File: src/rtl/stage_if_fetch_pkg.sv
// Shared types for the instruction-fetch front end: fetch FSM states,
// the buffered {pc, inst} entry, and PC helpers.
package stage_if_fetch_pkg;

    localparam logic [31:0] RESET_PC_DEFAULT = 32'h0000_0000;

    typedef enum logic [1:0] {
        FETCH_IDLE = 2'b00,
        FETCH_REQ  = 2'b01,
        FETCH_DROP = 2'b10
    } fetch_state_e;

    typedef struct packed {
        logic [31:0] pc;
        logic [31:0] inst;
    } fetch_entry_t;

    function automatic logic [31:0] word_align(input logic [31:0] addr);
        return {addr[31:2], 2'b00};
    endfunction

endpackage

File: src/rtl/stage_if_fetch_fifo.sv
// Prefetch FIFO holding {pc, inst} pairs; clear wins over push/pop.
module fetch_fifo
    import stage_if_fetch_pkg::*;
#(
    parameter int DEPTH = 2
) (
    input  logic                      clk,
    input  logic                      rst,
    input  logic                      push_i,
    input  logic                      pop_i,
    input  logic                      clear_i,
    input  fetch_entry_t              data_i,
    output fetch_entry_t              head_o,
    output logic [$clog2(DEPTH):0]    count_o
);

    localparam int PW = $clog2(DEPTH);

    fetch_entry_t   mem_q [DEPTH];
    logic [PW-1:0]  wr_ptr_q, wr_ptr_d;
    logic [PW-1:0]  rd_ptr_q, rd_ptr_d;
    logic [PW:0]    count_q, count_d;
    logic           do_push, do_pop;

    // Pointers wrap naturally because DEPTH is a power of two.
    always_comb begin
        do_push  = push_i && !clear_i;
        do_pop   = pop_i && !clear_i && (count_q != '0);
        wr_ptr_d = wr_ptr_q;
        rd_ptr_d = rd_ptr_q;
        count_d  = count_q;
        if (clear_i) begin
            wr_ptr_d = '0;
            rd_ptr_d = '0;
            count_d  = '0;
        end else begin
            if (do_push) wr_ptr_d = wr_ptr_q + PW'(1);
            if (do_pop)  rd_ptr_d = rd_ptr_q + PW'(1);
            count_d = count_q + (PW+1)'(do_push) - (PW+1)'(do_pop);
        end
    end

    always_ff @(posedge clk or posedge rst) begin
        if (rst) begin
            wr_ptr_q <= '0;
            rd_ptr_q <= '0;
            count_q  <= '0;
        end else begin
            wr_ptr_q <= wr_ptr_d;
            rd_ptr_q <= rd_ptr_d;
            count_q  <= count_d;
        end
    end

    always_ff @(posedge clk) begin
        if (do_push) mem_q[wr_ptr_q] <= data_i;
    end

    assign head_o  = mem_q[rd_ptr_q];
    assign count_o = count_q;

endmodule

File: src/rtl/stage_if_fetch.sv
// Instruction-fetch front end: owns the PC, drives a single-outstanding
// req/ack memory port, buffers results and handles redirects.
module stage_if_fetch
    import stage_if_fetch_pkg::*;
#(
    parameter logic [31:0] RESET_PC   = RESET_PC_DEFAULT,
    parameter int          FIFO_DEPTH = 2
) (
    input  logic        clk,
    input  logic        rst,
    output logic        mem_req_o,
    output logic [31:0] mem_addr_o,
    input  logic        mem_ack_i,
    input  logic [31:0] mem_rdata_i,
    input  logic        flush_i,
    input  logic [31:0] flush_pc_i,
    output logic        out_valid_o,
    input  logic        out_ready_i,
    output logic [31:0] out_pc_o,
    output logic [31:0] out_inst_o
);

    localparam int          CW      = $clog2(FIFO_DEPTH);
    localparam logic [CW:0] DEPTH_C = (CW+1)'(FIFO_DEPTH);

    fetch_state_e  state_q, state_d;
    logic [31:0]   pc_q, pc_d;
    logic [31:0]   addr_q, addr_d;
    logic          req_q, req_d;
    fetch_entry_t  hold_q, hold_d;
    fetch_entry_t  head;
    logic [CW:0]   count, count_next;
    logic          push, pop, empty, ack_seen, can_issue;
    logic [31:0]   flush_target;

    // pc_q is the next PC to fetch; in DROP it is the saved redirect target.
    always_comb begin
        flush_target = word_align(flush_pc_i);
        empty        = (count == '0);
        ack_seen     = (state_q != FETCH_IDLE) && mem_ack_i;
        push         = (state_q == FETCH_REQ) && mem_ack_i && !flush_i;
        pop          = !empty && out_ready_i && !flush_i;
        count_next   = count + (CW+1)'(push) - (CW+1)'(pop);
        can_issue    = ((state_q == FETCH_IDLE) || ack_seen) && (count_next < DEPTH_C);
        state_d      = state_q;
        pc_d         = pc_q;
        addr_d       = addr_q;
        req_d        = req_q;
        hold_d       = empty ? hold_q : head;
        if (flush_i) begin
            pc_d = flush_target;
            if ((state_q != FETCH_IDLE) && !mem_ack_i) begin
                state_d = FETCH_DROP;
            end else begin
                state_d = FETCH_REQ;
                req_d   = 1'b1;
                addr_d  = flush_target;
            end
        end else begin
            case (state_q)
                FETCH_IDLE: begin
                    if (can_issue) begin
                        state_d = FETCH_REQ;
                        req_d   = 1'b1;
                        addr_d  = pc_q;
                    end
                end
                FETCH_REQ: begin
                    if (mem_ack_i) begin
                        pc_d = addr_q + 32'd4;
                        if (can_issue) begin
                            addr_d = addr_q + 32'd4;
                        end else begin
                            state_d = FETCH_IDLE;
                            req_d   = 1'b0;
                        end
                    end
                end
                FETCH_DROP: begin
                    if (mem_ack_i) begin
                        if (can_issue) begin
                            state_d = FETCH_REQ;
                            addr_d  = pc_q;
                        end else begin
                            state_d = FETCH_IDLE;
                            req_d   = 1'b0;
                        end
                    end
                end
                default: begin
                    state_d = FETCH_IDLE;
                    req_d   = 1'b0;
                end
            endcase
        end
    end

    always_ff @(posedge clk or posedge rst) begin
        if (rst) begin
            state_q <= FETCH_IDLE;
            pc_q    <= RESET_PC;
            addr_q  <= RESET_PC;
            req_q   <= 1'b0;
            hold_q  <= '0;
        end else begin
            state_q <= state_d;
            pc_q    <= pc_d;
            addr_q  <= addr_d;
            req_q   <= req_d;
            hold_q  <= hold_d;
        end
    end

    fetch_fifo #(
        .DEPTH (FIFO_DEPTH)
    ) u_fifo (
        .clk     (clk),
        .rst     (rst),
        .push_i  (push),
        .pop_i   (pop),
        .clear_i (flush_i),
        .data_i  ({addr_q, mem_rdata_i}),
        .head_o  (head),
        .count_o (count)
    );

    // While empty the output fields keep showing the last head entry.
    assign mem_req_o   = req_q;
    assign mem_addr_o  = addr_q;
    assign out_valid_o = !empty;
    assign out_pc_o    = empty ? hold_q.pc   : head.pc;
    assign out_inst_o  = empty ? hold_q.inst : head.inst;

endmodule
File: config.mk
export PLATFORM = sky130hd
export DESIGN_NAME = stage_if_fetch
export DESIGN_NICKNAME = d
export VERILOG_FILES = /design/src/rtl/stage_if_fetch_pkg.sv /design/src/rtl/stage_if_fetch_fifo.sv /design/src/rtl/stage_if_fetch.sv
export SDC_FILE = /design/constraint.sdc
export NUM_CORES = 1
export LEC_CHECK = 0
export BUFFER_PORTS_ARGS = -buffer_cell sky130_fd_sc_hd__buf_4
export CAP_MARGIN = 20
export CELL_PAD_IN_SITES_DETAIL_PLACEMENT = 0
export CELL_PAD_IN_SITES_GLOBAL_PLACEMENT = 1
export CORE_MARGIN = 1.5
export CORE_UTILIZATION = 40
export DETAILED_ROUTE_END_ITERATION = 6
export HOLD_SLACK_MARGIN = 0.1
export PLACE_DENSITY = 0.75
export SETUP_SLACK_MARGIN = 0.1
export SLEW_MARGIN = 20
export SYNTH_ARGS = -nofsm -noshare
export SYNTH_HDL_FRONTEND = slang
export SYNTH_SLANG_ARGS = --single-unit
File: constraint.sdc
create_clock -name clk -period 4.7 [get_ports clk]
set_input_delay 0.235 -clock clk [delete_from_list [all_inputs] [get_ports clk]]
set_output_delay 0.235 -clock clk [all_outputs]
set_load 0.01 [all_outputs]
## After elaboration in Yosys (flattened, before gate mapping)

Memories as Yosys holds them, arrays and structs flattened.
Cells that the tools add are included.

- Add/sub/neg operators: 7
- $lt $le $gt $ge: 1
- Equality and inequality tests: 10
- Mux-type cells: 33
- Reduce and logical (&&, ||, !) cells: 28

Operator list:

| kind | count |
|---|---|
| 2-to-1 mux 32 bit | 11 |
| one-hot mux 32 bit (3 select lines) | 1 |
| adder 32 x 3 -> 32 bit (second input constant) | 1 |
| inequality test 3 bit (second input constant) | 6 |
| 2-to-1 mux 2 bit | 7 |
| 2-to-1 mux 1 bit | 12 |
| nonzero test 2 bit | 6 |
| logical AND 1 bit | 10 |
| AND reduction 4 bit | 2 |
| one-hot mux 2 bit (3 select lines) | 1 |
| AND reduction 5 bit | 1 |
| adder 2 x 1 -> 2 bit | 2 |
| logical NOT 2 bit | 2 |
| nonzero test 4 bit | 1 |
| subtractor 2 x 1 -> 2 bit | 2 |
| logical NOT 1 bit | 3 |
| inequality test 3 x 1 -> 1 bit (second input constant) | 1 |
| adder 1 bit (second input constant) | 2 |
| == test 2 x 1 -> 1 bit (second input constant) | 1 |
| == test 2 bit (second input constant) | 1 |
| < comparator 2 bit (second input constant) | 1 |
| inequality test 2 bit (second input constant) | 1 |
| one-hot mux 1 bit (2 select lines) | 1 |
| AND reduction 2 bit | 1 |
| other kinds (2) | 2 |

- Register bits: 135
- Memory bits (writable): 128
- Output and inout bits: 98
- Memories: 1

Memories:

| name | words | bits a word | rd ports | clocked after memory_dff | wr ports | line | source |
|---|---|---|---|---|---|---|---|
| u_fifo.mem_q | 2 | 64 | 1 | 0 | 1 | stage_if_fetch_fifo.sv:19 | `fetch_entry_t mem_q [DEPTH];` |

## Longest topological paths before layout

Gate-level depths: netlist (run 1).

- Word-level depth: 11
- Depth in mapped cells: 12
- Mapped depth without buffers: 9

## Hierarchy

From an unflattened synthesis (run 1), not the netlist that was laid out.

- Cells, all modules: 818
- Area total of the unflattened synthesis: 11269.6 µm²

By module, submodules not included:

| module | instances | cells an instance | area each (µm²) | sequential area each (µm²) |
|---|---|---|---|---|
| stage_if_fetch | 1 | 597 | 6417.4 | 3278.1 |
| fetch_fifo | 1 | 221 | 4852.2 | 3943.8 |

## Least setup slack after synthesis (run 1)

OpenSTA, ideal clock, no wires.

- Path kind: reg-to-reg
- Start point: reg state_q[1]
- End point: mem u_fifo.mem_q[0][0] in the netlist's numbering, enable pin
- Library setup time: 0.486 ns
- Data arrival time: 4.251 ns
- Data required time: 4.214 ns
- Path slack: -0.037 ns
- Cell stages (with the launch flop): 8
- Path buffers: 2
- Clock period less this slack: 4.737 ns
- Cell sequence: dfrtp_1 > inv_1 > ha_1 > and2_1 > clkbuf_1 > nand2_1 > clkbuf_1 > nor2_1

- Cells in the longest elaborated chain, start to end: 6

RTL lines:

| element | line | source |
|---|---|---|
| start, declared | stage_if_fetch.sv:26 | `fetch_state_e state_q, state_d;` |
| start signal, assigned | stage_if_fetch.sv:106 | `state_q <= state_d;` |
| == test 2 x 1 -> 1 bit | stage_if_fetch.sv:41 | `push = (state_q == FETCH_REQ) && mem_ack_i && !flush_i;` |
| logical AND 1 bit (2 in a row) | stage_if_fetch.sv:41 |  |
| logical AND 1 bit | stage_if_fetch_fifo.sv:27 | `do_push = push_i && !clear_i;` |
| 2-to-1 mux 1 bit | stage_if_fetch_fifo.sv:56 | `if (do_push) mem_q[wr_ptr_q] <= data_i;` |
| 2-to-1 mux 1 bit (implied by the code) | stage_if_fetch_fifo.sv:56 |  |
| end, declared | stage_if_fetch_fifo.sv:19 |  |

Every way passes these cells.

## Final worst setup path (run 1)

- Start point: reg u_fifo.count_q[1] (netlist: u_fifo.count_o[1])
- End point: reg addr_q[13] (netlist: mem_addr_o[13])

- Cells in the longest elaborated chain, start to end: 11

RTL lines:

| element | line | source |
|---|---|---|
| start, declared | stage_if_fetch_fifo.sv:22 | `logic [PW:0] count_q, count_d;` |
| start signal, assigned | stage_if_fetch_fifo.sv:51 | `count_q <= count_d;` |
| logical NOT 2 bit | stage_if_fetch.sv:39 | `empty = (count == '0);` |
| logical NOT 1 bit | stage_if_fetch.sv:42 | `pop = !empty && out_ready_i && !flush_i;` |
| logical AND 1 bit (2 in a row) | stage_if_fetch.sv:42 |  |
| subtractor 2 x 1 -> 2 bit (*) | stage_if_fetch.sv:43 | `count_next = count + (CW+1)'(push) - (CW+1)'(pop);` |
| < comparator 2 bit (*) | stage_if_fetch.sv:44 | `can_issue = ((state_q == FETCH_IDLE) \|\| ack_seen) && (count_next < DEPTH_C);` |
| logical AND 1 bit (*) | stage_if_fetch.sv:44 |  |
| 2-to-1 mux 32 bit (2 in a row) | - |  |
| one-hot mux 32 bit (3 select lines) | - |  |
| 2-to-1 mux 32 bit | - |  |
| end signal, assigned | stage_if_fetch.sv:108 | `addr_q <= addr_d;` |
| end, declared | stage_if_fetch.sv:28 | `logic [31:0] addr_q, addr_d;` |

Mark *: on every way between the ends. The rest lies on a longest branch, timed or not. The select of a mux whose other input is x is not followed.
A chain may end at the register's enable or synchronous reset.

==> reports/metrics.yaml, run 1 <==
clock_sink_count: 263
vias_per_cell: 5.08
first_global_vias: 7688
drtIter0Drc: 433
synth_xor_xnor_area_share: 0.0275
timing.critical_path.max_delay_family: "simple AND/OR/NAND/NOR gates"
design_area_um2: 14300
r2r_setup_slack_ps: 1460
timing.critical_path.fanout_max: 45
maxClockFrequency_ghz: 0.309
tritoncts_clock_tree: "built"
synth.avg_cell_area_um2: 12.2
result_of_the_run: "completed"
vias: 7732
grt_antenna_before_repair: 0
cts.reportedPaths.clkPinSlew_ps: 60
post_detailed_routing_wire_length_mm: 26.3
area_of_the_mapped_netlist_um2: 11100
post_detailed_placement_cell_area_um2: 12700
path_cells: "or2_4, nand2_1, nor2_1, ha_1, and4bb_1, xnor2_2, a2111oi_4, buf_4, a21oi_1, a31oi_1"
diodes: 0
global_route_wire_length_before_repair_mm: 41.6
buffer_ports.inserted: 164
final-max-slew-violation-count: 0
sum_of_net_half_perimeters_after_detailed_placement_mm: 16.1
grt_setup_unrepaired: "no"
pwr_density_cell_nw_per_um2: 622
most_instantiated_flip_flop_cell_in_the_synthesis_netlist: "sky130_fd_sc_hd__dfrtp_1"
fin_total_pwr_mw: 8.90
compound_cell_area_share_of_the_yosys_netlist: 0.122
wl_per_cell_um: 17.3
vdd_drop_max_mv: 0.343
cp_slowest_stage_delay_ps: 720
worst-slew-pin-transition_ps: 1050
syn-instance-count: 914
initial_core_util: 0.410
pin_count_of_the_biggest_net_entering_global_routing: 93
hold_violations: 0
routabilityCongestion: 0.786
synth_simple_gate_area_frac: 0.0989
nFillCells: 2377
cts_max_path_buffers: 3
nets: 1203
clk_latency_ps: 540
maxCapViolations: 0
hold_path_class: "input pin to register"
cellLeakagePower_nw: 5.56
number_of_flops_mapped_to_enable_cells_by_yosys: 128
cts_made_buffers: 29
timing.final.crit_share: 0.689
critPathBufInv: 1
final-setup-viol-count: 0
rows: 60
synth_cell_type_count: 59
met1_usage: 0.252
die_width_um: 170
drt_pass1_iterations: 5
critical-path-slowest-cell: "sky130_fd_sc_hd__a2111oi_4"
fin_util: 0.527
globalRouteMet2Util: 0.305
fraction_of_the_mapped_netlist_area_in_adder_cells: 0.00788
postCtsResizedCells: 0
use_met3: 0.0292
synthArstFlopShare: 0.513
drive_gt1_frac: 0.209
design.portCount: 167
totalNegativeSetupSlack_ps: 0
skew_ps: 9.71
worst-endpoint-required_ps: 5160
final.min_clock_period_ps: 3240
die_area_um2: 28800
ys_seq_area_frac: 0.650
die_h_um: 170
area_growth_syn_to_layout_pct: 28.7
synth_top_family_by_area: "compound AO/OA/AOI/OAI gates"
gr_util_all_layers: 0.184
drc: 0
postRouteAntennaNets: 0
grt-ovfl-total: 0
ctsRootBufferMaster: "sky130_fd_sc_hd__clkbuf_16"
coreArea_um2: 27100
cts-htree-levels: 1
critical_path_arrival_ps: 3700
yosys_warnings: 0
ys_ff_latch: 263
timing_worst_setup_path_type: "register to register"
post_synth_mux_area_share: 0.0677
synthesis.nets: 990
global_route.peak_usage_layer: "met2"
worst_setup_path_end_kind: "register"
slew_headroom: 0.298
postCtsSetupBuffers: 0
cts_hold_buffers: 65
start_kind: "register"
[final timing paths]
check | start | to | depth (start not counted)
max in group asynchronous | rst | u_fifo.rd_ptr_q$_DFFE_PP0P_ | 4
worst min-delay path | flush_i | pc_q[16]$_DFFE_PP0P_ | 3
min in group asynchronous | rst | hold_q[9]$_DFFE_PP0N_ | 3
worst min register to register | pc_q[0]$_DFFE_PP0P_ | mem_addr_o[0]$_DFFE_PP0P_ | 1
worst max register to register | u_fifo.count_o[1]$_DFF_PP0_ | mem_addr_o[13]$_DFFE_PP0P_ | 10
worst max-delay path | u_fifo.count_o[1]$_DFF_PP0_ | mem_addr_o[13]$_DFFE_PP0P_ | 10
[state kept, by name, summed over array words and instances (netlist names)]
name and flops:
mem_req_o 1, u_fifo.rd_ptr_q 1, state_q 2, u_fifo.count_o 2, mem_addr_o 32, u_fifo.mem_q 128
u_fifo.wr_ptr_q 1, hold_q 64, pc_q 32
[synth_stat cells, drive strengths merged, types with 2 or more instances]
cell | n | area (um2)
o31a | 5 | 43.8
a21oi | 100 | 500
dfrtp | 135 | 3380
o21a | 2 | 15.0
buf | 20 | 91.3
o2bb2ai | 9 | 78.8
or2 | 2 | 12.5
and4 | 2 | 17.5
nand2 | 49 | 184
clkbuf | 40 | 150
ha | 7 | 87.6
and2 | 2 | 12.5
nor2 | 117 | 439
xnor2 | 19 | 174
o31ai | 2 | 15.0
o211ai | 3 | 22.5
or4 | 2 | 18.8
a32o | 2 | 20.0
nor3 | 10 | 71.3
a221oi | 4 | 35.0
o22ai | 2 | 12.5
a222oi | 2 | 20.0
nand3 | 11 | 60.1
o21ai | 70 | 350
nand4 | 7 | 65.1
a31oi | 8 | 50.1
edfxtp | 128 | 3840
a22oi | 5 | 37.5
and3 | 15 | 93.8
a22o | 8 | 70.1
inv | 13 | 48.8
xor2 | 15 | 131
nor4 | 11 | 83.8
mux2i | 74 | 741
[cell usage in the layout, fill, tap and decap left out, types with 7 or more instances in the layout]
cell type	instances
sky130_fd_sc_hd__ha_1	7
sky130_fd_sc_hd__dfrtp_1	134
sky130_fd_sc_hd__nor3_1	7
sky130_fd_sc_hd__o21ai_0	67
sky130_fd_sc_hd__inv_1	12
sky130_fd_sc_hd__mux2i_1	74
sky130_fd_sc_hd__buf_4	176
sky130_fd_sc_hd__o2bb2ai_1	9
sky130_fd_sc_hd__nor2_1	116
sky130_fd_sc_hd__xor2_1	15
sky130_fd_sc_hd__a22o_1	8
sky130_fd_sc_hd__edfxtp_1	128
sky130_fd_sc_hd__a21oi_1	100
sky130_fd_sc_hd__nand2_1	49
sky130_fd_sc_hd__xnor2_1	18
sky130_fd_sc_hd__and3_1	14
sky130_fd_sc_hd__nor4_1	10
sky130_fd_sc_hd__nand3_1	10
sky130_fd_sc_hd__dlygate4sd3_1	65
sky130_fd_sc_hd__clkinv_2	9
sky130_fd_sc_hd__clkbuf_16	30
sky130_fd_sc_hd__a31oi_1	8
[power breakdown]
group	leakage, nW	total [mW]	internal [mW]	switching [mW]
combinational	2.36	3.09	1.37	1.72
sequential	2.73	3.59	3.07	0.520
clock	0.474	2.22	1.32	0.894
[logic make-up after synthesis]
logic type	count (synthesis)
adder cells (fa/ha/maj)	7
XOR/XNOR	34
buffers and inverters	73
AND/OR/NAND/NOR	233
AO/OA/AOI/OAI	229
flip-flops	263
multiplexers	75
[worst reg2reg max path: cells and delay by family, from the launching register on]
family | cells | cell delay, ps
flip-flops | 1 | 390
AO/OA/AOI/OAI | 3 | 950
buffers and inverters | 1 | 330
XOR/XNOR | 1 | 150
adder cells (fa/ha/maj) | 1 | 250
AND/OR/NAND/NOR | 4 | 1100
[layer usage]
| layer | vias to the layer above | wire [um] |
|---|---|---|
| met4 | 0 | 408 |
| met2 | 195 | 12600 |
| met3 | 27 | 1470 |
| met1 | 3769 | 11800 |
| met5 | - | 0 |
| li1 | 3741 | - |
[through the flow]
stage	hold WS (ps)	cells	setup WS (ps)
6_report	147	1521	1460
5_1_grt	139	1521	1170
4_1_cts	122	1521	1240
3_5_place_dp	423	1403	1240
3_3_place_gp	421	1403	1270
2_1_floorplan	334	914	854
[final cells by class]
type	instances	area, um2	share of cell area
clock inverter	14	129	0.00902
multi-input combinational	578	3610	0.253
inverter	13	53.8	0.00376
sequential	263	7230	0.506
clock buffer	39	815	0.0570
tap	372	465	0.0326
timing repair buffer	242	1990	0.139
(Power assumes the default switching activity.)
==> run 2, diff against run 1 <==
==> constraint.sdc (replaced) <==
create_clock -name clk -period 2.81 [get_ports clk]
set_input_delay 0.1405 -clock clk [delete_from_list [all_inputs] [get_ports clk]]
set_output_delay 0.1405 -clock clk [all_outputs]
set_load 0.01 [all_outputs]
==> run 2 against run 1 <==
Effect of this change:
- core utilization increased by 0.83 points
- cell count increased by 1.4%
- critical path depth is 4 lower
- largest cell class unchanged
- largest power group unchanged
==> reports/metrics.yaml, run 2 (same netlist as run 1, synthesis figures left out) <==
fin_util: 0.536
stdcell_count: 1543
pwr_density_cell_nw_per_um2: 1040
vias_per_cell: 5.08
worst_setup_path_end_kind: "output pin"
design.portCount: 167
first_global_vias: 7820
ctsRootBufferMaster: "sky130_fd_sc_hd__clkbuf_16"
post_detailed_routing_wire_length_mm: 26.8
slew_headroom: 0.406
layout_common_cells: "sky130_fd_sc_hd__buf_4 (193), sky130_fd_sc_hd__dfrtp_1 (134), sky130_fd_sc_hd__edfxtp_1 (128)"
tritoncts_clock_tree: "built"
cts-htree-levels: 1
wl_per_cell_um: 17.4
maxCapViolations: 0
skew_ps: 19.5
dp_cells: 1426
hold_end: "u_fifo.count_o[1]$_DFF_PP0_"
die_h_um: 170
layout_commonest_cell: "sky130_fd_sc_hd__buf_4"
vdd_drop_max_mv: 0.486
drive_gt1_frac: 0.221
maxClockFrequency_ghz: 0.397
cts_made_buffers: 28
reg2reg_from: "u_fifo.count_o[1]$_DFF_PP0_"
result_of_the_run: "completed"
gr_util_all_layers: 0.187
regMostFlops: "u_fifo.mem_q"
rows: 60
r2r_end: "mem_addr_o[19]$_DFFE_PP0P_"
cts.reportedPaths.clkPinSlew_ps: 60
grt-ovfl-total: 0
routabilityCongestion: 0.792
buffer_ports.inserted: 164
critical_path_arrival_ps: 2380
timing.final.crit_share: 0.897
die_area_um2: 28800
worst-r2r-cell-count: 10
cts_max_path_buffers: 3
worst-slew-pin-transition_ps: 888
final-max-slew-violation-count: 0
coreArea_um2: 27100
timing_worst_setup_path_type: "register to output pin"
r2r_setup_slack_ps: 290
critPathBufInv: 3
vias: 7837
grt_antenna_before_repair: 0
largest_reg_flops: 128
largest_registers: "u_fifo.mem_q x128, hold_q x64"
hold_violations: 0
hold_path_class: "input pin to register"
nFillCells: 2323
global_route_wire_length_before_repair_mm: 42.4
area_growth_syn_to_layout_pct: 30.7
worst-endpoint-required_ps: 2670
sum_of_net_half_perimeters_after_detailed_placement_mm: 17.3
critical-path-slowest-cell: "sky130_fd_sc_hd__dfrtp_1"
cp_slowest_stage_delay_ps: 400
critPathMostFrequentCell: "sky130_fd_sc_hd__buf_4"
clk_latency_ps: 540
multiInputGateArea_um2: 3610
initial_core_util: 0.410
min_delay_path_depth: 3
timing.critical_path.fanout_max: 89
drt_pass1_iterations: 5
final-setup-viol-count: 0
path_cells: "or2_4, buf_4, buf_12, nor2_1, a21oi_1, buf_4"
startpoint_of_the_worst_hold_path: "flush_i"
grt_setup_unrepaired: "no"
drtIter0Drc: 481
postRouteAntennaNets: 0
cellLeakagePower_nw: 5.67
die_width_um: 170
timing.critical_path.max_delay_family: "buffers and inverters"
pin_count_of_the_biggest_net_entering_global_routing: 90
nets: 1225
start_kind: "register"
clock_sink_count: 263
final.min_clock_period_ps: 2520
seq_area_um2: 7230
drc: 0
totalNegativeSetupSlack_ps: 0
[run 2: metal layers]
layer | GRT usage | up-vias | share of wire
met5 | 0 | - | 0
met4 | 0.0439 | 0 | 0.014
met3 | 0.0294 | 33 | 0.051
met2 | 0.308 | 186 | 0.47
met1 | 0.260 | 3827 | 0.47
li1 | - | 3791 | -
[run 2: repair_timing]
| action | CTS | global route |
|---|---|---|
| pin swaps | 0 | 1 |
| setup buffers | 0 | 0 |
| hold buffers | 65 | 0 |
| hold endpoints to repair | 148 | 0 |
| endpoints found under the setup margin | 44 | 37 |
| resized for setup | 2 | 3 |
[run 2: tightest hold or removal path, stage by stage]
cell and delay (ps):
sky130_fd_sc_hd__buf_4 130, sky130_fd_sc_hd__buf_4 270, sky130_fd_sc_hd__nor2_1 140
[run 2: power by group]
part | switching [mW] | internal (mW)
combinational | 3.01 | 2.44
clock | 1.47 | 2.21
sequential | 0.776 | 5.14
total | 5.25 | 9.78
[run 2: per-stage QoR]
step | instance area [um2] | setup WS (ps) | hold WS [ps] | power [mW]
global route | 14500 | 124 | 211 | 15.9
finish | 14500 | 289 | 204 | 15.0
CTS | 14500 | 139 | 188 | 15.2
global placement | 12900 | 262 | 253 | 11.2
floorplan | 11100 | 116 | 239 | 8.83
detailed placement | 12900 | 238 | 245 | 11.4
[run 2: worst max path at each step]
stage | startpoint | end | depth (start not counted)
finish | u_fifo.count_o[1]$_DFF_PP0_ | out_pc_o[31] | 6
global route | u_fifo.count_o[1]$_DFF_PP0_ | mem_addr_o[15]$_DFFE_PP0P_ | 10
CTS | u_fifo.count_o[1]$_DFF_PP0_ | out_pc_o[31] | 6
detailed placement | u_fifo.count_o[1]$_DFF_PP0_ | mem_addr_o[19]$_DFFE_PP0P_ | 10
global placement | u_fifo.count_o[1]$_DFF_PP0_ | mem_addr_o[17]$_DFFE_PP0P_ | 10
floorplan | state_q[1]$_DFFE_PP0P_ | u_fifo.mem_q[0][0]$_DFFE_PP_ | 7
[run 2: layout make-up]
type                            instances  area share
Clock buffer                           38      0.0537
Inverter                               13     0.00362
Timing Repair Buffer                  265       0.154
Sequential cell                       263       0.498
Tap cell                              372      0.0321
Antenna cell                            1    0.000172
Multi-Input combinational cell        578       0.249
Clock inverter                         13     0.00957
